**config.mk**
```make
export PLATFORM = sky130hd
export DESIGN_NAME = fifo_stream_adapter
export DESIGN_NICKNAME = d
export VERILOG_FILES = /design/src/rtl/fifo_stream_adapter.sv
export SDC_FILE = /design/constraint.sdc
export NUM_CORES = 1
export LEC_CHECK = 0
export CAP_MARGIN = 20
export CORE_MARGIN = 10
export CORE_UTILIZATION = 54
export CTS_BUF_LIST = sky130_fd_sc_hd__clkbuf_2 sky130_fd_sc_hd__clkbuf_4 sky130_fd_sc_hd__clkbuf_8
export DETAILED_ROUTE_END_ITERATION = 16
export PLACE_DENSITY = 0.93
export SYNTH_ARGS = -nofsm -noshare
export SYNTH_HDL_FRONTEND = slang
export SYNTH_SLANG_ARGS = --single-unit
```
**constraint.sdc**
```tcl
create_clock -name clk -period 3.9 [get_ports clk]
set_input_delay 0.975 -clock clk [delete_from_list [all_inputs] [get_ports clk]]
set_output_delay 0.975 -clock clk [all_outputs]
set_load 0.005 [all_outputs]
```
**src/rtl/fifo_stream_adapter.sv**
```systemverilog
// Turns a registered-read sync FIFO (one cycle of read latency) into a valid/ready stream.
// A two-entry skid buffer (head = oldest, tail) absorbs the word already in flight when downstream stalls.
module fifo_stream_adapter #(
    parameter int DWIDTH = 16
) (
    input  logic              clk,
    input  logic              rst,
    input  logic              fifo_empty,
    output logic              fifo_rd_en,
    input  logic [DWIDTH-1:0] fifo_rd_data,
    output logic              m_valid,
    input  logic              m_ready,
    output logic [DWIDTH-1:0] m_data,
    output logic [1:0]        buf_count,
    output logic [15:0]       beat_cnt
);

    logic [1:0]        count;
    logic              inflight;
    logic [DWIDTH-1:0] head;
    logic [DWIDTH-1:0] tail;
    logic [1:0]        committed;
    logic              pop;

    // Words already owned by the adapter: buffered plus the one arriving this cycle.
    assign committed = count + {1'b0, inflight};
    assign pop       = m_valid && m_ready;

    // A pop this cycle frees one slot, so a full commitment may still issue a read.
    assign fifo_rd_en = !rst && !fifo_empty &&
                        ((committed < 2'd2) || ((committed == 2'd2) && pop));

    assign m_valid   = (count != 2'd0);
    assign m_data    = head;
    assign buf_count = count;

    always_ff @(posedge clk) begin
        if (rst) begin
            inflight <= 1'b0;
        end else begin
            inflight <= fifo_rd_en;
        end
    end

    always_ff @(posedge clk) begin
        if (rst) begin
            beat_cnt <= 16'd0;
        end else if (pop) begin
            beat_cnt <= beat_cnt + 16'd1;
        end
    end

    // Buffer update: inflight means fifo_rd_data holds a fresh word that must be captured now.
    always_ff @(posedge clk) begin
        if (rst) begin
            count <= 2'd0;
            head  <= '0;
            tail  <= '0;
        end else begin
            case (count)
                2'd0: begin
                    if (inflight) begin
                        head  <= fifo_rd_data;
                        count <= 2'd1;
                    end
                end
                2'd1: begin
                    if (inflight && pop) begin
                        head <= fifo_rd_data;
                    end else if (inflight) begin
                        tail  <= fifo_rd_data;
                        count <= 2'd2;
                    end else if (pop) begin
                        count <= 2'd0;
                    end
                end
                2'd2: begin
                    // Full with a write can only coincide with a pop, since committed never exceeds two.
                    if (pop) begin
                        head <= tail;
                        if (inflight) begin
                            tail <= fifo_rd_data;
                        end else begin
                            count <= 2'd1;
                        end
                    end
                end
                default: begin
                    count <= 2'd0;
                end
            endcase
        end
    end

endmodule

```
==> impl_results.md <==
- Min cycle time layout: ~3.6 ns
- GRT Max-Usage Layer: met2
- Register area: 1020 sq um
- Critical path class: in -> out
- Placed cell area: 2790 sq um
- Net count, final: 303
- Worst vdd ir: 0.286 mV
- Die height: 84.4 microns
- Vias: 1,809
- Core area: 4000 sq um
- WL/cell: 15.3 microns
- RSZ-0062 raised after global routing: false
- ANT nets after route: 0
- Mapped Avg Cell Area: about 9.7 sq um
- Net Sw Frac: 0.236
- Reg2Reg Launch Point: buf_count[0]$_SDFFE_PP0P_
- Die Area: a little over 7000 sq um
- TritonCTS clock tree: built
- Max-cap violations: 0
- CTS resizes: 0
- Port buffer count: 55
- Min-delay worst type: reg -> reg
- Routing usage on met2: 0.261
- CP Data Required Time: 2.92 ns
- Combinational group share of total power: 0.127
- Dpl hpwl: 3610 microns
- Slowest-stage cell, CP: clkdlybuf4s50_1
- EDFF count, synth: 0
- WP buf/inv: 2
- Area delta synth->final: 29.0%
- Largest net degree at the start of global routing: 52
- Met3 usage: 0.0493
- Mapped Nets: 253
- Slew @ Worst Pin: between 1 and 1.5 ns
- Critical Path AT: 2.61 ns
- Crit-path cells: clkdlybuf4s50_1 -> a311oi_1 -> a2111oi_0 -> clkdlybuf4s50_1
- Share of layout cells above drive strength 1: 0.0641
- ANT cells: 0
- Cts hold-fix bufs: 0
- CP delay by family, top: buffers and inverters
- Crit path max fanout: 4
- Multi-input gate area: 1130 sq um
- Crit path top cell by count: clkdlybuf4s50_1
- Reg power frac: 0.528
- Sequential area share after synthesis: 0.456
- CP peak stage delay: 0.58 ns
- Period utilization: 0.920
- Yosys warns: 0
- RR Endpoint: m_data[6]$_SDFFE_PP0P_
- Final Slew Violations: 0
- Setup violators final: 0
- TritonCTS Buffers: 5
- Post-route design area: between 2000 and 3000 sq um
- Post-CTS setup buffers: 0
- Total routed wirelength: 5080 microns
- Final hold viol count: 0
- Setup TNS: 0 ns
- Ys flop type: dfxtp_1
- Initial antenna violation count: 0
- Initial DRC Count: 75
- Reg clk slew, reported paths: 0.09 ns
- Critical path depth: 4
- Slew headroom: 0.294
- Die X: 84.4 microns
- GPL Wtd Cong: 0.737
- Vias in the first global route: approximately 1,800
- Htree depth: 2
- Post-Synthesis Cells: roughly 230
- Post-synth ARST share: 0
- Crit path from: m_ready
- Total grt overflow: 0
- Number of synthesized register bits: between 50 and 60
- Layout fillers: 319
- Clock Sinks: 51
- Leakage: 1.25 nW
- Switch Pwr: about 0.25 mW
- CP endpoint: fifo_rd_en
- Status: finished, final reports clean
- Post-synthesis cell area: 2240 sq um
- P_int: 0.805 mW
- Global-route wire length before repair: 8740 microns
- Clk Latency, worst-skew pair: 0.31 ns
- GR Layer Usage met1: 0.154
- PD cells: between 300 and 400 nW/um^2
- Fmax: 279 MHz
- Synth cell types: 39
- Total GRT Usage: 0.145
- Clock Power Share: 0.345
- FP Rows: 23
- Clock tree buffer depth: 2
- Worst Skew: 0.00673 ns
- Drc violations: 0
- Clock Tree Root: clkbuf_8
- Crit. End Element: output port
- Setup crit start kind: input port
- Initial Utilization: 0.560
- R2R setup slack: approximately 1.9 ns
- Drt pass-1 iters: 4
- # IOs: 56
- Via density: 5.47
- Reg2Reg Depth: 3
==> worst min-delay path: stages, from the launching register on <==
cell and delay, ns:
dfxtp_1 0.33, mux2i_1 0.07, nor2_1 0.07
==> placed cells by master (no fill, tap or decap), types with 2 or more instances in the layout <==
cell type | netlist | layout
nor2_1 | 48 | 48
and4_1 | 2 | 2
xnor2_1 | 5 | 5
nand4_1 | 4 | 4
dfxtp_1 | 51 | 51
or3_1 | 2 | 2
clkdlybuf4s50_1 | 0 | 54
nor4_1 | 2 | 2
mux2i_1 | 35 | 35
nor3_1 | 3 | 3
clkbuf_8 | 0 | 5
xor2_1 | 7 | 7
nor2b_1 | 3 | 3
o21ai_0 | 2 | 2
a21oi_1 | 6 | 6
nand3_1 | 3 | 3
a2111oi_0 | 2 | 2
a211oi_1 | 16 | 16
buf_4 | 5 | 3
ha_1 | 2 | 2
nand2_1 | 5 | 5
inv_1 | 2 | 2
==> synth_stat cells (all sizes together) (5+ instances only) <==
cell type / number / area, sq um
a211oi: 16 / 120
a21oi: 6 / 30.0
buf: 9 / 63.8
clkbuf: 6 / 22.5
dfxtp: 51 / 1020
mux2i: 35 / 350
nand2: 5 / 18.8
nand4: 5 / 37.5
nor2: 48 / 180
xnor2: 5 / 43.8
xor2: 7 / 61.3
==> area by class of cell <==
class	instances	share of cell area
multi-input combinational	163	0.389
sequential	51	0.353
timing repair buffer	58	0.196
clock buffer	5	0.0238
tap	50	0.0216
clock inverter	2	0.0130
inverter	2	0.00260
==> worst min-delay path by stage <==
stage | end | depth (start not counted) | startpoint | slack, ns
after floorplan | tail[0]$_SDFFE_PP0P_ | 2 | tail[0]$_SDFFE_PP0P_ | 0.46
after global placement | beat_cnt[15]$_SDFFE_PP0P_ | 2 | beat_cnt[15]$_SDFFE_PP0P_ | 0.47
after detailed placement | beat_cnt[15]$_SDFFE_PP0P_ | 2 | beat_cnt[15]$_SDFFE_PP0P_ | 0.48
after CTS | m_data[0]$_SDFFE_PP0P_ | 2 | m_data[0]$_SDFFE_PP0P_ | 0.51
after global routing | m_data[3]$_SDFFE_PP0P_ | 2 | m_data[3]$_SDFFE_PP0P_ | 0.53
final | tail[15]$_SDFFE_PP0P_ | 2 | tail[15]$_SDFFE_PP0P_ | 0.50
==> stage by stage <==
step	power, mW	std cells	utilization	hold slack (ns)	setup WS [ns]
final	1.05	331	0.723	0.501	0.313
after global routing	1.10	331	0.723	0.527	0.0789
after CTS	1.06	331	0.723	0.506	0.310
after detailed placement	0.705	324	0.696	0.478	0.322
after global placement	0.700	324	0.696	0.474	0.327
after floorplan	0.633	231	-	0.463	1.22
==> power by group through the flow <==
| stage | Sequential [mW] | Clock, mW | Combinational, mW |
|---|---|---|---|
| after floorplan | 0.567 | 0 | 0.0667 |
| after global placement | 0.567 | 0 | 0.133 |
| after detailed placement | 0.569 | 0 | 0.136 |
| after CTS | 0.557 | 0.371 | 0.137 |
| after global routing | 0.560 | 0.388 | 0.149 |
| final | 0.556 | 0.364 | 0.134 |
==> registers in the layout (all words and copies together) (netlist names) <==
signal / count
buf_count: 2
beat_cnt: 16
m_data: 16
inflight: 1
tail: 16
==> per-layer routing <==
metal | wire length [microns] | vias to the layer above
met5 | 0 | -
met4 | 67 | 0
met3 | 266 | 5
met2 | 2620 | 32
met1 | 2120 | 852
li1 | - | 920
==> cell families (layout without fill, tap and decap cells) <==
group           Yosys count  in the layout  synth area share
simple gates             80             80             0.171
flops                    51             51             0.456
mux                      35             35             0.156
compound gates           34             34             0.117
buf+inv                  17             67            0.0419
xor+xnor                 12             12            0.0469
fa+ha+maj                 2              2            0.0112
Power figures use the tool's default switching activity.
